<file path="config.mk">
export PLATFORM = sky130hd
export DESIGN_NAME = paper_sequencer
export DESIGN_NICKNAME = d
export VERILOG_FILES = /design/src/rtl/paper_pkg.sv /design/src/rtl/wait_counter.sv /design/src/rtl/paper_sequencer.sv
export SDC_FILE = /design/constraint.sdc
export NUM_CORES = 1
export LEC_CHECK = 0
export BUFFER_PORTS_ARGS = -buffer_cell sky130_fd_sc_hd__buf_2
export CAP_MARGIN = 40
export CORE_MARGIN = 2
export CORE_UTILIZATION = 58
export DETAILED_ROUTE_END_ITERATION = 6
export PLACE_DENSITY = 0.84
export SLEW_MARGIN = 20
export SYNTH_ARGS = -nofsm -noshare
export SYNTH_HDL_FRONTEND = slang
export SYNTH_SLANG_ARGS = --single-unit
</file>
<file path="constraint.sdc">
create_clock -name pulses -period 3.9 [get_ports pulses]
set_clock_uncertainty 0.05 [all_clocks]
set_input_delay 1.17 -clock pulses [delete_from_list [all_inputs] [get_ports pulses]]
set_output_delay 1.17 -clock pulses [all_outputs]
set_load 0.01 [all_outputs]
</file>
<file path="src/rtl/paper_pkg.sv">
// paper_pkg: shared definitions for the paper processor sequencer.
// Contents:
//   ADDR_W_DEF - default program-address width
//   OP_*       - 2-bit opcode constants (NOP, JNO, JMP, STP)
//   seq_state_t - sequencer FSM state encoding
package paper_pkg;

  localparam int ADDR_W_DEF = 5;

  localparam logic [1:0] OP_NOP = 2'b00;
  localparam logic [1:0] OP_JNO = 2'b01;
  localparam logic [1:0] OP_JMP = 2'b10;
  localparam logic [1:0] OP_STP = 2'b11;

  typedef enum logic [2:0] {
    ST_IDLE   = 3'd0,
    ST_FETCH  = 3'd1,
    ST_DECODE = 3'd2,
    ST_JWAIT  = 3'd3,
    ST_STEP   = 3'd4,
    ST_HALT   = 3'd5
  } seq_state_t;

endpackage

</file>
<file path="src/rtl/wait_counter.sv">
// wait_counter: bounded cycle counter used to time out the jump stage.
// Ports:
//   clk   in  clock
//   reset in  synchronous active-high reset
//   clr   in  clear count to zero (has priority over en)
//   en    in  count one cycle
//   tc    out high in the cycle whose increment brings the count to LIMIT,
//             i.e. the LIMIT-th counted cycle since the last clear
module wait_counter #(
  parameter int LIMIT = 16
) (
  input  logic clk,
  input  logic reset,
  input  logic clr,
  input  logic en,
  output logic tc
);

  localparam int CW = $clog2(LIMIT + 1);
  localparam logic [CW-1:0] CNT_ONE  = {{(CW-1){1'b0}}, 1'b1};
  localparam logic [CW-1:0] CNT_LAST = CW'(LIMIT - 1);

  logic [CW-1:0] cnt_r;

  // Count register: clear wins over enable.
  always_ff @(posedge clk) begin
    if (reset) begin
      cnt_r <= '0;
    end else if (clr) begin
      cnt_r <= '0;
    end else if (en) begin
      cnt_r <= cnt_r + CNT_ONE;
    end else begin
      cnt_r <= cnt_r;
    end
  end

  assign tc = (cnt_r == CNT_LAST);

endmodule

</file>
<file path="src/rtl/paper_sequencer.sv">
// paper_sequencer: program counter and instruction-issue stage.
// Fetches {op, arg} words from a 1-cycle-latency program memory, executes
// NOP/JMP/STP locally and hands JNO to the external jump stage, waiting a
// bounded number of cycles for its enabling/enabling_sta result.
// Ports:
//   pulses       in  clock
//   reset        in  synchronous active-high reset
//   run          in  start request (honoured in IDLE/HALT only)
//   mem_addr     out program-memory read address
//   mem_data     in  instruction word {op[1:0], arg[ADDR_W-1:0]}
//   instruct     out opcode to jump stage (01 only while waiting on JNO)
//   enabling     in  jump stage has evaluated the JNO
//   enabling_sta in  jump taken
//   pc           out program counter
//   busy         out high outside IDLE/HALT
//   halted       out high in HALT
//   jno_err      out sticky jump-stage timeout flag
// All outputs are registered from the next-state values.
module paper_sequencer
  import paper_pkg::*;
#(
  parameter int ADDR_W   = ADDR_W_DEF,
  parameter int JNO_WAIT = 16
) (
  input  logic              pulses,
  input  logic              reset,
  input  logic              run,
  output logic [ADDR_W-1:0] mem_addr,
  input  logic [ADDR_W+1:0] mem_data,
  output logic [1:0]        instruct,
  input  logic              enabling,
  input  logic              enabling_sta,
  output logic [ADDR_W-1:0] pc,
  output logic              busy,
  output logic              halted,
  output logic              jno_err
);

  localparam logic [ADDR_W-1:0] PC_ONE = {{(ADDR_W-1){1'b0}}, 1'b1};

  seq_state_t        state_r, state_s;
  logic [ADDR_W-1:0] pc_r, pc_s;
  logic [ADDR_W+1:0] ir_r, ir_s;
  logic [ADDR_W-1:0] mem_addr_r, mem_addr_s;
  logic [1:0]        instruct_r, instruct_s;
  logic              busy_r, busy_s;
  logic              halted_r, halted_s;
  logic              jno_err_r, jno_err_s;
  logic              cnt_clr_s, cnt_en_s, cnt_tc_s;

  logic [1:0]        mem_op_s;
  logic [ADDR_W-1:0] mem_arg_s;
  logic [1:0]        ir_op_s;
  logic [ADDR_W-1:0] ir_arg_s;
  logic [ADDR_W-1:0] pc_inc_s;

  assign mem_op_s  = mem_data[ADDR_W+1:ADDR_W];
  assign mem_arg_s = mem_data[ADDR_W-1:0];
  assign ir_op_s   = ir_r[ADDR_W+1:ADDR_W];
  assign ir_arg_s  = ir_r[ADDR_W-1:0];
  // Unsigned ADDR_W-bit add: the last address wraps to 0.
  assign pc_inc_s  = pc_r + PC_ONE;

  wait_counter #(
    .LIMIT (JNO_WAIT)
  ) u_wait_counter (
    .clk   (pulses),
    .reset (reset),
    .clr   (cnt_clr_s),
    .en    (cnt_en_s),
    .tc    (cnt_tc_s)
  );

  // Next-state, next-PC and next-output decode.
  always_comb begin
    state_s    = state_r;
    pc_s       = pc_r;
    ir_s       = ir_r;
    mem_addr_s = mem_addr_r;
    jno_err_s  = jno_err_r;
    cnt_clr_s  = 1'b0;
    cnt_en_s   = 1'b0;

    case (state_r)
      ST_IDLE, ST_HALT: begin
        if (run) begin
          state_s    = ST_FETCH;
          pc_s       = '0;
          mem_addr_s = '0;
          jno_err_s  = 1'b0;
        end else begin
          state_s = state_r;
        end
      end
      ST_FETCH: begin
        // mem_addr already equals pc here; memory answers next cycle.
        state_s = ST_DECODE;
      end
      ST_DECODE: begin
        ir_s = mem_data;
        case (mem_op_s)
          OP_NOP: begin
            pc_s    = pc_inc_s;
            state_s = ST_STEP;
          end
          OP_JMP: begin
            pc_s    = mem_arg_s;
            state_s = ST_STEP;
          end
          OP_STP: begin
            state_s = ST_HALT;
          end
          OP_JNO: begin
            cnt_clr_s = 1'b1;
            state_s   = ST_JWAIT;
          end
          default: begin
            state_s = ST_IDLE;
          end
        endcase
      end
      ST_JWAIT: begin
        cnt_en_s = 1'b1;
        if (ir_op_s != OP_JNO) begin
          // Only a JNO can legally park us here; recover rather than hang.
          state_s = ST_IDLE;
        end else if (enabling) begin
          // A result arriving on the timeout cycle still counts as valid.
          pc_s    = enabling_sta ? ir_arg_s : pc_inc_s;
          state_s = ST_STEP;
        end else if (cnt_tc_s) begin
          jno_err_s = 1'b1;
          pc_s      = pc_inc_s;
          state_s   = ST_STEP;
        end else begin
          state_s = ST_JWAIT;
        end
      end
      ST_STEP: begin
        // pc already holds the next address; present it for the fetch.
        mem_addr_s = pc_r;
        state_s    = ST_FETCH;
      end
      default: begin
        state_s = ST_IDLE;
      end
    endcase

    // Outputs follow the state being entered so they are registered and
    // line up with that state. STEP forces instruct back to 00, giving the
    // jump stage a fresh rising edge for back-to-back JNOs.
    instruct_s = (state_s == ST_JWAIT) ? OP_JNO : OP_NOP;
    busy_s     = (state_s != ST_IDLE) && (state_s != ST_HALT);
    halted_s   = (state_s == ST_HALT);
  end

  // State, PC, IR and registered outputs.
  always_ff @(posedge pulses) begin
    if (reset) begin
      state_r    <= ST_IDLE;
      pc_r       <= '0;
      ir_r       <= '0;
      mem_addr_r <= '0;
      instruct_r <= OP_NOP;
      busy_r     <= 1'b0;
      halted_r   <= 1'b0;
      jno_err_r  <= 1'b0;
    end else begin
      state_r    <= state_s;
      pc_r       <= pc_s;
      ir_r       <= ir_s;
      mem_addr_r <= mem_addr_s;
      instruct_r <= instruct_s;
      busy_r     <= busy_s;
      halted_r   <= halted_s;
      jno_err_r  <= jno_err_s;
    end
  end

  assign mem_addr = mem_addr_r;
  assign instruct = instruct_r;
  assign pc       = pc_r;
  assign busy     = busy_r;
  assign halted   = halted_r;
  assign jno_err  = jno_err_r;

endmodule

</file>
## After elaboration in Yosys (flattened, before gate mapping)

Index checks and enable logic that the tools add are counted.

| word-level totals | value |
|---|---|
| bits in registers | 30 |
| logic and storage cells | 66 |

| cells by class | value |
|---|---|
| $add $sub $neg | 2 |
| equality and inequality tests | 19 |
| mux-type cells | 23 |
| reductions and logical operators | 13 |

Operators by type and width:

| operator | number |
|---|---|
| $mux W5 | 5 |
| $pmux W5 S2 | 2 |
| $pmux W3 S5 | 1 |
| $pmux W5 S3 | 1 |
| $mux W3 | 4 |
| $add A5 B1 Y5 const B | 2 |
| $reduce_and A5 Y1 | 2 |
| $eq A3 B2 Y1 const B | 3 |
| $eq A3 B3 Y1 const B | 3 |
| $ne A3 B3 Y1 const B | 3 |
| $pmux W3 S3 | 1 |
| $mux W1 | 8 |
| $ne A2 B2 Y1 const B | 4 |
| $reduce_bool A3 Y1 | 2 |
| $reduce_or A2 Y1 | 3 |
| $eq A5 B4 Y1 const B | 1 |
| $eq A2 B2 Y1 const B | 2 |
| $reduce_bool A2 Y1 | 2 |
| $eq A3 B1 Y1 const B | 1 |
| $logic_not A3 Y1 | 1 |
| $eq A2 B1 Y1 const B | 1 |
| $logic_not A2 Y1 | 1 |
| $ne A2 B1 Y1 const B | 1 |
| $pmux W1 S2 | 1 |
| other kinds (2) | 2 |

## Longest topological paths before layout

| depth | value |
|---|---|
| word-level depth | 7 |
| gate-level depth with buffers | 7 |

## By module

Synthesis repeated with hierarchy kept, for this count alone.

| unflattened totals | value |
|---|---|
| cells, all modules | 178 |
| area total of the unflattened synthesis | 1535.2 µm² |

Modules (own cells, without submodules):

| module | instances | cells an instance | area an instance (µm²) | seq. area each (µm²) |
|---|---|---|---|---|
| paper_sequencer | 1 | 154 | 1277.5 | 480.5 |
| wait_counter | 1 | 24 | 257.7 | 100.1 |

## Worst setup path after synthesis

OpenSTA, ideal clock, no wires.

| timing path | value |
|---|---|
| path type | in2reg |
| start | in enabling |
| end | reg busy_r (netlist: busy) |
| setup time | 0.095 ns |
| arrival time | 2.043 ns |
| data required time | 3.755 ns |
| setup slack | 1.711 ns |
| cell stages on the path | 4 |
| path through | nor2_1 > nor3b_4 > a311o_1 > a221oi_1 |

| on the way | value |
|---|---|
| cells in the longest elaborated chain, start to end | 5 |
| elaborated cells on any way between the ends | 6 |

RTL lines:

| item | line | RTL |
|---|---|---|
| start: declaration | paper_sequencer.sv:31 | `input logic enabling,` |
| $mux W3 * | paper_sequencer.sv:127 | `end else if (enabling) begin` |
| $mux W3 * | paper_sequencer.sv:124 | `if (ir_op_s != OP_JNO) begin` |
| $pmux W3 S5 * | paper_sequencer.sv:84 | `case (state_r)` |
| $ne A3 B3 Y1 or $reduce_bool A3 Y1 (tied branches) | paper_sequencer.sv:153 | `busy_s = (state_s != ST_IDLE) && (state_s != ST_HALT);` |
| $logic_and A1 B1 Y1 * | paper_sequencer.sv:153 |  |
| end signal: assignment | paper_sequencer.sv:174 | `busy_r <= busy_s;` |
| end: declaration | paper_sequencer.sv:46 | `logic busy_r, busy_s;` |

Every way passes the cells marked *; elsewhere a longest branch is shown, timed or not.
A chain may end at the register's enable or synchronous reset.

## Worst setup path in the final report

| timing path | value |
|---|---|
| start | reg pc_r[0] (netlist: pc[0]) |
| end | out pc[0] |

RTL lines:

| item | line | RTL |
|---|---|---|
| start: declaration | paper_sequencer.sv:42 | `logic [ADDR_W-1:0] pc_r, pc_s;` |
| start signal: assignment | paper_sequencer.sv:170 | `pc_r <= pc_s;` |
| end: declaration | paper_sequencer.sv:33 | `output logic [ADDR_W-1:0] pc,` |

No word-level cell between the ends.

==> results_dict.tcl <==
set metrics [dict create \
    status "finished clean" \
    cts_tree "done" \
    numPortBuffers 25 \
    area_growth_pct 11.28 \
    ios 27 \
    gr-usage-all-layers 0.2542 \
    drc_errors 0 \
    grt_overflow 0 \
    clock_sinks 29 \
    path_class "reg -> out" \
    fin_setup_tns_ns 0 \
    hold_start "ir_r[0]" \
    drt_first_pass_iters 6 \
    initial_core_util 0.6019 \
    diodes 0 \
    cp.arrival_ns 1.02 \
    clock_path_buffers 2 \
    syn-cell-area_um2 1464 \
    die-area_um2 2942 \
    r2r_start "state_r[1]" \
    post_dp_cell_area_um2 1574 \
    period_needed_ns 2.239 \
    synth_edf_count 0 \
    finalNetCount 209 \
    drt_iter0_drc 51 \
    ys.flop_type "dfxtp_1" \
    power.leakage_nw 0.6823 \
    synth_warnings 0 \
    clk_pin_slew_ns 0.10 \
    gp_congestion 0.8770 \
    cts_post_setup_buffers_inserted 0 \
    worstSkewPairLatency_ns 0.34 \
    synth_nets 186 \
    grt_max_degree 18 \
    synth_cell_type_count 45 \
    dieHeight_um 54.24 \
    cp-start-kind "register" \
    vias 1319 \
    cts_htree_levels 2 \
    core_area_um2 2432 \
    seq_area_frac_synth 0.3966 \
    setup_viol 0 \
    first_global_vias 1152 \
    antenna_left 0 \
    min_path_cells 2 \
    multi_input_area_um2 819.5 \
    drt_wl_total_mm 3.294 \
    drv_cap 0 \
    hold_buffers 0 \
    slowest_delay_ns 0.49 \
    synth-seq-cells 29 \
    critPathSlowestCell "dfxtp_1" \
    finish.utilization 0.6698 \
    worstRegToRegCells 4 \
    critPathCaptureType "output pin" \
    worstPathRequired_ns 2.68 \
    hold_viol_final 0 \
    crit_fanout 7 \
    nFillCells 206 \
    antenna_found_initial 0 \
    hpwlAfterDp_mm 2.465 \
    grt_pass1_wl_mm 5.237 \
    async_flop_share 0 \
    cts_root_buffer "clkbuf_4" \
    crit_family "flip-flops" \
    syn-instance-count 171 \
    max_freq_ghz 0.4467 \
    rows 18 \
    p_per_area_nw_per_um2 371.6 \
    die_w_um 54.24 \
    path_cells "buf_2" \
    drive_above_1_share 0.2000 \
    wl_per_cell_um 14.64 \
    critPathBufInv 1 \
    finalInstanceArea_um2 1629 \
    min_path_type "reg -> reg" \
    rr_endpoint "pc[3]" \
    numCtsBuffers 5 \
    finalCritPeriodShare 0.5740 \
    synth_area_per_cell_um2 8.561 \
    max-vdd-ir-drop_mv 0.2744 \
    rsz0062_at_grt "no" \
    ctsResizeCount 0 \
    hold-path-endpoint "ir_r[0]" \
    finalMaxSlewViolations 0 \
    seq_area_um2 580.6 \
    via_per_inst 5.862 \
    ff2ff_setup_slack_ns 1.78 \
]
[worst max-delay path by stage]
| stage | start | end | slack [ns] | depth (start not counted) |
|---|---|---|---|---|
| 6_report | pc[0] | pc[0] | 1.66 | 1 |
| 5_1_grt | pc[0] | pc[0] | 1.61 | 1 |
| 4_1_cts | pc[0] | pc[0] | 1.65 | 1 |
| 3_5_place_dp | mem_data[5] | busy | 1.41 | 5 |
| 3_3_place_gp | mem_data[5] | busy | 1.52 | 5 |
| 2_1_floorplan | enabling | busy | 1.71 | 4 |
[logic make-up after synthesis]
logic type / synth area share
xor gates and xnor gates: 0.03590
AOI/OAI and AO/OA: 0.2257
DFF: 0.3966
and+or+nand+nor: 0.2564
buffers and inverters: 0.04358
other: 0.002562
muxes: 0.01368
adders and majority gates: 0.02564
[power breakdown]
part | switching [mW] | leakage [nW] | internal, mW
Combinational | 0.0544 | 0.416 | 0.0425
Clock | 0.114 | 0.0310 | 0.0678
Sequential | 0.0179 | 0.236 | 0.309
[through the flow]
stage,std cells,power [mW],hold WS [ns],worst slack (ns)
6_report,225,0.6054,0.4100,1.662
4_1_cts,225,0.6068,0.4135,1.654
2_1_floorplan,171,0.4004,0.3818,1.711
3_3_place_gp,217,0.4249,0.3881,1.520
5_1_grt,225,0.6322,0.4243,1.612
3_5_place_dp,217,0.4298,0.3991,1.409
[flip-flops by register name (all words and copies together) (netlist names)]
register / flops
jno_err: 1
busy: 1
mem_addr: 5
u_wait_counter.cnt_r: 5
pc: 5
state_r: 3
halted: 1
instruct: 1
ir_r: 7
[placed cells by master (no fill, tap or decap), drive strengths merged, types with 4 or more instances in the layout]
| cell type | count |
|---|---|
| xor2 | 4 |
| or3 | 4 |
| nor2 | 11 |
| o311a | 4 |
| dfxtp | 29 |
| nand3 | 4 |
| clkbuf | 5 |
| a21oi | 20 |
| buf | 25 |
| nor2b | 4 |
| nand2 | 27 |
| o21ai | 10 |
[cells in the mapped netlist, types with 4 or more instances]
| cell type | n | area share |
|---|---|---|
| or3_1 | 4 | 0.017 |
| nand3_1 | 4 | 0.014 |
| o311a_1 | 4 | 0.027 |
| dfxtp_1 | 29 | 0.40 |
| nor2_1 | 10 | 0.026 |
| nor2b_1 | 4 | 0.017 |
| xor2_1 | 4 | 0.024 |
| a21oi_1 | 20 | 0.068 |
| nand2_1 | 27 | 0.069 |
| o21ai_0 | 10 | 0.034 |
[per-layer routing]
metal	share of wire	global-route usage
met1	0.42	0.3271
met2	0.47	0.3855
met3	0.089	0.08470
met4	0.022	0.1125
met5	0	0
[final cells by class]
cell class	instances	share of cell area
repair buffers	25	0.07681
flip-flops and latches	29	0.3564
inverters	3	0.006912
well taps	30	0.02304
multi-input cells	130	0.5031
clock inverters	3	0.01075
clock buffers	5	0.02304
Power figures use the tool's default switching activity.
